**src/rtl/usb_hub_pkg.sv**
```systemverilog
// Shared definitions for the USB hub downstream-port logic:
// sampled line states, port state encoding and a small line helper.
package usb_hub_pkg;

   localparam logic [1:0] LINE_SE0  = 2'b00;
   localparam logic [1:0] LINE_LS_J = 2'b01;
   localparam logic [1:0] LINE_FS_J = 2'b10;
   localparam logic [1:0] LINE_SE1  = 2'b11;

   typedef enum logic [2:0] {
      PS_DISCONNECTED = 3'd0,
      PS_DEBOUNCE     = 3'd1,
      PS_ATTACHED     = 3'd2,
      PS_PORT_RESET   = 3'd3,
      PS_RECOVERY     = 3'd4,
      PS_ENABLED      = 3'd5
   } portStateT;

   // A connect is signalled by the idle (J) level of either speed.
   function automatic logic isJState(input logic [1:0] line);
      return (line == LINE_FS_J) || (line == LINE_LS_J);
   endfunction

endpackage

```
**src/rtl/usb_se0_filter.sv**
```systemverilog
// Disconnect detector: flags the DISCONNECT_CYCLES-th consecutive SE0 sample,
// so shorter SE0 runs (EOPs) never reach the port FSM.
module usb_se0_filter
   import usb_hub_pkg::*;
#(
   parameter int DISCONNECT_CYCLES = 4
) (
   input  logic       clock,
   input  logic       reset,
   input  logic       enable,
   input  logic [1:0] usb_signals,
   output logic       disconnect
);

   localparam int CNT_W = $clog2(DISCONNECT_CYCLES) + 1;
   localparam logic [CNT_W-1:0] SE0_LAST = CNT_W'(DISCONNECT_CYCLES - 1);

   logic [CNT_W-1:0] se0Count;
   logic             isSe0;

   assign isSe0 = (usb_signals == LINE_SE0);

   // The count saturates one short of the threshold; the current sample completes the run.
   always_ff @(posedge clock or posedge reset) begin
      if (reset) begin
         se0Count <= '0;
      end else if (!enable || !isSe0) begin
         se0Count <= '0;
      end else if (se0Count != SE0_LAST) begin
         se0Count <= se0Count + 1'b1;
      end
   end

   assign disconnect = enable && isSe0 && (se0Count == SE0_LAST);

endmodule

```
**src/rtl/usb_port_attach_controller.sv**
```systemverilog
// Per-downstream-port attach sequencer: debounces connect, classifies speed,
// runs the timed port reset and recovery check, and tracks disconnects.
module usb_port_attach_controller
   import usb_hub_pkg::*;
#(
   parameter int DEBOUNCE_CYCLES   = 16,
   parameter int RESET_CYCLES      = 32,
   parameter int RECOVERY_CYCLES   = 4,
   parameter int DISCONNECT_CYCLES = 4
) (
   input  logic       clock,
   input  logic       reset,
   input  logic [1:0] usb_signals,
   input  logic       port_enable_req,
   input  logic       port_disable_req,
   output logic       drive_se0,
   output logic       connected,
   output logic       low_speed,
   output logic       port_enabled,
   output logic       reset_done,
   output logic [2:0] port_state
);

   localparam int MAX_DR    = (DEBOUNCE_CYCLES > RESET_CYCLES) ? DEBOUNCE_CYCLES : RESET_CYCLES;
   localparam int MAX_COUNT = (MAX_DR > RECOVERY_CYCLES) ? MAX_DR : RECOVERY_CYCLES;
   localparam int CNT_W     = $clog2(MAX_COUNT) + 1;

   localparam logic [CNT_W-1:0] DEBOUNCE_LAST = CNT_W'(DEBOUNCE_CYCLES - 1);
   localparam logic [CNT_W-1:0] RESET_LAST    = CNT_W'(RESET_CYCLES - 1);
   localparam logic [CNT_W-1:0] RECOVERY_LAST = CNT_W'(RECOVERY_CYCLES - 1);

   portStateT        state;
   logic [CNT_W-1:0] count;
   logic [1:0]       speedJ;
   logic             filterEnable;
   logic             disconnect;

   // The line is not watched during PORT_RESET since the hub itself is driving SE0.
   assign filterEnable = (state == PS_ATTACHED) || (state == PS_ENABLED) || (state == PS_RECOVERY);

   usb_se0_filter #(
      .DISCONNECT_CYCLES(DISCONNECT_CYCLES)
   ) se0Filter (
      .clock       (clock),
      .reset       (reset),
      .enable      (filterEnable),
      .usb_signals (usb_signals),
      .disconnect  (disconnect)
   );

   assign port_state = state;

   // Disconnect overrides every per-state decision; the counter restarts on each state change.
   always_ff @(posedge clock or posedge reset) begin
      if (reset) begin
         state        <= PS_DISCONNECTED;
         count        <= '0;
         speedJ       <= LINE_SE0;
         drive_se0    <= 1'b0;
         connected    <= 1'b0;
         low_speed    <= 1'b0;
         port_enabled <= 1'b0;
         reset_done   <= 1'b0;
      end else begin
         reset_done <= 1'b0;
         if (disconnect) begin
            state        <= PS_DISCONNECTED;
            count        <= '0;
            speedJ       <= LINE_SE0;
            drive_se0    <= 1'b0;
            connected    <= 1'b0;
            low_speed    <= 1'b0;
            port_enabled <= 1'b0;
         end else begin
            case (state)
               PS_DISCONNECTED: begin
                  if (isJState(usb_signals)) begin
                     state  <= PS_DEBOUNCE;
                     speedJ <= usb_signals;
                     count  <= '0;
                  end
               end
               PS_DEBOUNCE: begin
                  if (usb_signals == speedJ) begin
                     if (count == DEBOUNCE_LAST) begin
                        state     <= PS_ATTACHED;
                        count     <= '0;
                        connected <= 1'b1;
                        low_speed <= (speedJ == LINE_LS_J);
                     end else begin
                        count <= count + 1'b1;
                     end
                  end else begin
                     state  <= PS_DISCONNECTED;
                     count  <= '0;
                     speedJ <= LINE_SE0;
                  end
               end
               PS_ATTACHED: begin
                  if (port_enable_req) begin
                     state     <= PS_PORT_RESET;
                     count     <= '0;
                     drive_se0 <= 1'b1;
                  end
               end
               PS_PORT_RESET: begin
                  if (count == RESET_LAST) begin
                     state     <= PS_RECOVERY;
                     count     <= '0;
                     drive_se0 <= 1'b0;
                  end else begin
                     count <= count + 1'b1;
                  end
               end
               PS_RECOVERY: begin
                  if (count == RECOVERY_LAST) begin
                     count <= '0;
                     if (usb_signals == speedJ) begin
                        state        <= PS_ENABLED;
                        port_enabled <= 1'b1;
                        reset_done   <= 1'b1;
                     end else begin
                        state     <= PS_DISCONNECTED;
                        speedJ    <= LINE_SE0;
                        connected <= 1'b0;
                        low_speed <= 1'b0;
                     end
                  end else begin
                     count <= count + 1'b1;
                  end
               end
               PS_ENABLED: begin
                  if (port_disable_req) begin
                     state        <= PS_ATTACHED;
                     count        <= '0;
                     port_enabled <= 1'b0;
                  end else if (port_enable_req) begin
                     state        <= PS_PORT_RESET;
                     count        <= '0;
                     port_enabled <= 1'b0;
                     drive_se0    <= 1'b1;
                  end
               end
               default: begin
                  state <= PS_DISCONNECTED;
                  count <= '0;
               end
            endcase
         end
      end
   end

endmodule

```
**config.mk**
```make
export PLATFORM = sky130hd
export DESIGN_NAME = usb_port_attach_controller
export DESIGN_NICKNAME = d
export VERILOG_FILES = /design/src/rtl/usb_hub_pkg.sv /design/src/rtl/usb_se0_filter.sv /design/src/rtl/usb_port_attach_controller.sv
export SDC_FILE = /design/constraint.sdc
export NUM_CORES = 1
export LEC_CHECK = 0
export ABC_AREA = 1
export BUFFER_PORTS_ARGS = -buffer_cell sky130_fd_sc_hd__buf_2
export CAP_MARGIN = 20
export CORE_MARGIN = 2
export CORE_UTILIZATION = 58
export CTS_CLUSTER_DIAMETER = 120
export CTS_CLUSTER_SIZE = 28
export DETAILED_ROUTE_END_ITERATION = 10
export GPL_TIMING_DRIVEN = 0
export PLACE_DENSITY = 0.79
export SLEW_MARGIN = 15
export SYNTH_ARGS = -nofsm -noshare
export SYNTH_HDL_FRONTEND = slang
export SYNTH_SLANG_ARGS = --single-unit
```
**constraint.sdc**
```tcl
create_clock -name clock -period 1.9 [get_ports clock]
set_input_delay 0.38 -clock clock [delete_from_list [all_inputs] [get_ports clock]]
set_output_delay 0.38 -clock clock [all_outputs]
set_load 0.01 [all_outputs]
```
======== Word level (Yosys, flattened, before mapping) ========
Cells that the tools add are included.
operators by class
  add/subtract/negate cells ............... 2
  multiply operators ...................... 0
  divide/modulo/power cells ............... 0
  $lt $le $gt $ge ......................... 0
  equal/unequal tests ..................... 24
  shift operators ......................... 0
  muxes and demuxes ....................... 51
  bitwise gates (word level) .............. 0
  reduce and logical (&&, ||, !) cells .... 20
operators with widths
  kind                                                                      number
  6-bit 2-to-1 mux                                                          8
  6-bit case mux with 6 select lines                                        1
  3-bit 2-to-1 mux                                                          11
  1-bit 2-to-1 mux                                                          21
  3-bit inequality test (second input constant)                             6
  3-bit case mux with 6 select lines                                        1
  3-bit by 2-bit equality test with 1-bit output (second input constant)    3
  3-bit by 2-bit inequality test with 1-bit output (second input constant)  3
  2-bit 2-to-1 mux                                                          4
  4-bit inequality test (second input constant)                             2
  4-bit AND reduction                                                       2
  4-bit nonzero test                                                        2
  6-bit by 1-bit adder with 6-bit output (second input constant)            1
  3-bit equality test (second input constant)                               2
  6-bit by 2-bit equality test with 1-bit output (second input constant)    1
  6-bit by 4-bit equality test with 1-bit output (second input constant)    1
  6-bit by 5-bit equality test with 1-bit output (second input constant)    1
  1-bit case mux with 2 select lines                                        3
  2-bit case mux with 3 select lines                                        1
  3-bit AND reduction                                                       2
  3-bit nonzero test                                                        2
  5-bit AND reduction                                                       1
  2-bit by 1-bit equality test with 1-bit output (second input constant)    2
  1-bit logical OR                                                          4
  other kinds (10)                                                          12
storage, ports and cells
  flip-flop bits (word level) ............. 19
  latch bits .............................. 0
  RAM bits ................................ 0
  memory bits (read-only) ................. 0
  memories ................................ 0

======== Depth between registers and ports, before layout ========
  depth in word-level cells ............... 7
  depth in mapped cells ................... 11
  mapped depth without buffers ............ 11

======== Hierarchy ========
Synthesis repeated with hierarchy kept, for this count alone.
second synthesis, totals
  cell total of the unflattened synthesis .. 230
  area total of the unflattened synthesis .. 1574.0 µm²
modules (own cells, without submodules)
  module                      instances  cells an instance  area an instance (µm²)
  usb_port_attach_controller  1          203                1391.3
  usb_se0_filter              1          27                 182.7

======== Worst setup path after synthesis ========
Ideal clock, no wire load.
  path kind ............................... flip-flop to flip-flop
  start ................................... reg se0Filter.se0Count[0]
  end ..................................... reg state[1] (netlist: port_state[1])
  setup time .............................. 119 ps
  arrival ................................. 1471 ps
  slack ................................... 310 ps
  stages on the path, launching flop included .. 10
  buffers on the path ..................... 1
  cells stage by stage .................... dfrtp_1 -> ha_1 -> ha_1 -> clkbuf_1 -> a21oi_1 -> nand2_1 -> nand2_1 -> nor3_2 -> nand3_1 -> nand2_1
on the way
  cells in the longest elaborated chain, start to end .. 4
RTL lines
  element                                                        line                              RTL
  start, declared                                                usb_se0_filter.sv:18              logic [CNT_W-1:0] se0Count;
  start signal, assigned                                         usb_se0_filter.sv:30              se0Count <= se0Count + 1'b1;
  3-bit by 2-bit equality test with 1-bit output (*)             usb_se0_filter.sv:34              assign disconnect = enable && isSe0 && (se0Count == SE0_LAST);
  1-bit logical AND (*)                                          usb_se0_filter.sv:34
  4-bit inequality test (no line), or another cell as far along  -
  4-bit AND reduction (no line)                                  -
  end signal, assigned                                           usb_port_attach_controller.sv:56  state <= PS_DISCONNECTED;
  end signal, assigned                                           usb_port_attach_controller.sv:67  state <= PS_DISCONNECTED;
  end signal, assigned                                           usb_port_attach_controller.sv:78  state <= PS_DEBOUNCE;
  end, declared                                                  usb_port_attach_controller.sv:32  portStateT state;
Every way passes the cells marked *; elsewhere a longest branch is shown, timed or not.
A chain may end at the register's enable or synchronous reset.

======== Worst setup path in the final report ========
  start ................................... reg se0Filter.se0Count[0]
  end ..................................... reg state[2] (netlist: port_state[2])
Same word-level chain as after synthesis.

==> flow_metrics.py <==
metrics = {
    "power_and_ir_drop": {
        "p_switching_mw": 0.157,
        "seqPwrFrac_pct": 62.3,
        "finalPower_mw": 0.649,
        "p_per_area_mw_per_mm2": 426,
        "swShare_pct": 24.2,
        "vdd_drop_max_v": 0.000339,
        "p_leak_nw": 0.878,
        "intPower_mw": 0.492,
        "p_clk_share_pct": 32.9,
        "pwr-share-comb_pct": 4.8,
    },
    "worst_setup_path": {
        "timing_worst_setup_path_type": "flip-flop to flip-flop",
        "rr_worst_depth": 8,
        "crit_path_max_fanout": 7,
        "critPathSlowestCell": "dfrtp_1",
        "cp.required_ns": 2.11,
        "crit_top_cell": "nand2_1",
        "worst_setup_path_start_kind": "flip-flop",
        "worst_setup_path_end_kind": "flip-flop",
        "worstPathCellList": "ha_1, ha_1, a21oi_1, nand2_1, nand2_1, nor3_2, nand3_1, nand2_1",
        "slowest_delay_ns": 0.41,
        "arrival_ns": 1.93,
    },
    "routing": {
        "vias": 1367,
        "wl_um": 3130,
        "post_drt_via_cell_ratio": 5.45,
        "first_pass_iters": 4,
        "drc": 0,
        "wl_per_cell_um": 12.5,
        "ant_nets": 0,
        "drtIter0Drc": 37,
    },
    "grt": {
        "grt_usage_pct": 25.4,
        "overflow": 0,
        "grt_pass1_wl_um": 5240,
        "grt_max_degree": 20,
        "grt_pass1_vias": 1273,
        "antenna_found_initial": 0,
    },
    "synth": {
        "synth_compound_area_share_pct": 8.14,
        "synth_top_family_by_area": "simple AND/OR/NAND/NOR gates",
        "ys_ff_latch": 19,
        "yosys.area_share.simple_pct": 42.6,
        "ys_types": 27,
        "ys_seq_area_share_pct": 34.0,
        "synth_area_per_cell_um2": 6.76,
        "synth_fa_ha_area_share_pct": 3.58,
        "yosysWarnings": 0,
        "syn_inst": 207,
        "synthXorXnorAreaFrac_pct": 1.25,
        "synthesis.area_mm2": 0.00140,
        "muxShareOfSynthArea_pct": 0,
        "ys.flop_type": "dfrtp_1",
        "async_flop_share_pct": 100,
        "synth_nets": 217,
        "synth_edf_count": 0,
    },
    "status": {
        "status": "finished clean",
    },
    "place": {
        "gp_congestion": 0.939,
        "place_ws_ns": 0.0900,
        "dp_hpwl_um": 2410,
        "dp.cells": 248,
        "portBuffers": 13,
    },
    "timing": {
        "worst_slew_pin_slew_ns": 0.734,
        "setup_slack_ns": 0.173,
        "final-hold-violation-count": 0,
        "slew_violations": 0,
        "period_share_pct": 90.9,
        "setup_violations": 0,
        "fmax_ghz": 0.579,
        "fin_skew_ns": 0.00578,
        "rsz0062_at_grt": "no",
        "fin_crit_ns": 1.73,
        "slew_headroom_pct": 51.0,
        "fin_tns_setup_ns": 0,
    },
    "layout": {
        "drive_above_1_share_pct": 16.6,
        "finalNonFillerCells": 251,
        "n_antenna_cell": 0,
        "fillers": 212,
        "layout.nets": 234,
        "final_util_pct": 67.5,
        "synthToLayoutAreaGrowth_pct": 8.86,
    },
    "clock_network": {
        "cts_hold_buf": 0,
        "root_buffer": "clkbuf_4",
        "clock_path_buffers": 2,
        "cts_buffers": 3,
        "cts.sink_count": 19,
        "clk_pin_slew_ns": 0.11,
        "worstSkewPairLatency_ns": 0.31,
        "post-cts-setup-buffer-count": 0,
        "cts_resized": 0,
        "htree_levels": 1,
        "cts_tree": "built",
    },
    "flow_run": {
        "drv_cap": 0,
    },
    "floorplan": {
        "dieArea_mm2": 0.00282,
        "design.portCount": 14,
        "die_w_um": 53.1,
        "rows": 17,
        "core_area_mm2": 0.00225,
        "fp.dieH_um": 53.1,
        "initial_core_util_pct": 62.0,
    },
    "hold_path": {
        "hp-class": "input pin to async pin",
    },
}
cells by family (layout without fill, tap and decap cells):
group | after synthesis | after routing
adder cells (fa/ha/maj) | 4 | 4
AO/OA/AOI/OAI | 18 | 18
AND/OR/NAND/NOR | 128 | 128
buffers and inverters | 36 | 52
XOR/XNOR | 2 | 2
flip-flops | 19 | 19
placed cells by master (no fill, tap or decap):
cell type and count:
inv_1 31, nand3b_1 1, buf_2 13, nor2_1 13
o21ai_1 3, o21ai_4 1, nand2_2 4, buf_8 1
dfrtp_1 19, nor3_1 2, clkbuf_4 3, o21ai_0 5
a21oi_2 1, inv_2 3, ha_1 4, nand2_1 66
nand4_1 13, o211ai_1 1, nor3_2 1, nand2_4 2
o21ai_2 1, xor2_1 2, a21boi_0 1, nand3_1 20
a21oi_1 5, nor2_2 4, nor2_4 1, or2_2 1
clkinv_2 1
worst max-delay path, delay by kind of cell, from the launching register on:
family	cells	cell delay, ns
adders and majority gates	2	0.53
DFF	1	0.41
and+or+nand+nor	5	0.40
AOI/OAI and AO/OA	1	0.29
Yosys cell counts, types with 3 or more instances:
library cell | number | area share, %
a21oi_1 | 5 | 1.8
dfrtp_1 | 19 | 34
ha_1 | 4 | 3.6
inv_1 | 31 | 8.3
inv_2 | 3 | 0.80
nand2_1 | 66 | 18
nand2_2 | 4 | 1.8
nand3_1 | 20 | 7.2
nand4_1 | 13 | 5.8
nor2_1 | 13 | 3.5
nor2_2 | 4 | 1.8
o21ai_0 | 6 | 2.1
final cells by class:
| class | instances | area [µm²] | area share (%) |
|---|---|---|---|
| multi-input cells | 152 | 777 | 51.0 |
| clock inverters | 1 | 5.00 | 0.329 |
| clock buffers | 3 | 22.5 | 1.48 |
| plain buffers | 1 | 15.0 | 0.986 |
| flip-flops and latches | 19 | 475 | 31.2 |
| repair buffers | 13 | 65.1 | 4.27 |
| inverters | 34 | 128 | 8.38 |
| well taps | 28 | 35.0 | 2.30 |
per-layer routing:
metal  vias up  GRT usage, %  share of wire (%)
li1        702             -                  -
met2        47          43.3                 47
met5         -             0                  0
met1       608          32.2                 45
met3        10          3.67                6.4
met4         0          9.40                1.8
power by group through the flow:
stage / sequential, mW / combinational [mW] / clock, mW
floorplan: 0.412 / 0.0201 / 0
global placement: 0.412 / 0.0303 / 0
detailed placement: 0.412 / 0.0315 / 0
CTS: 0.404 / 0.0317 / 0.213
global route: 0.404 / 0.0368 / 0.227
finish: 0.404 / 0.0312 / 0.213
metrics by stage:
stage,area [µm²],hold slack [ns]
finish,1520,0.174
global route,1520,0.263
global placement,1500,0.463
detailed placement,1500,0.464
CTS,1530,0.205
floorplan,1400,0.331
state kept, by name (all words and copies together) (netlist names):
signal and count:
se0Filter.se0Count 3, port_state 3, connected 1, count 6
low_speed 1, port_enabled 1, speedJ 2, drive_se0 1
reset_done 1
final timing paths:
| check | startpoint | endpoint | slack, ns |
|---|---|---|---|
| worst min-delay path | reset | low_speed | 0.17 |
| min in group clock | port_disable_req | port_enabled | 0.42 |
| worst max-delay path | se0Filter.se0Count[0] | port_state[2] | 0.17 |
| max in group asynchronous | reset | count[3] | 1.26 |
| worst min register to register | connected | connected | 0.49 |
| worst max register to register | se0Filter.se0Count[0] | port_state[2] | 0.17 |
Note: power is estimated with default switching activity, not from simulation.
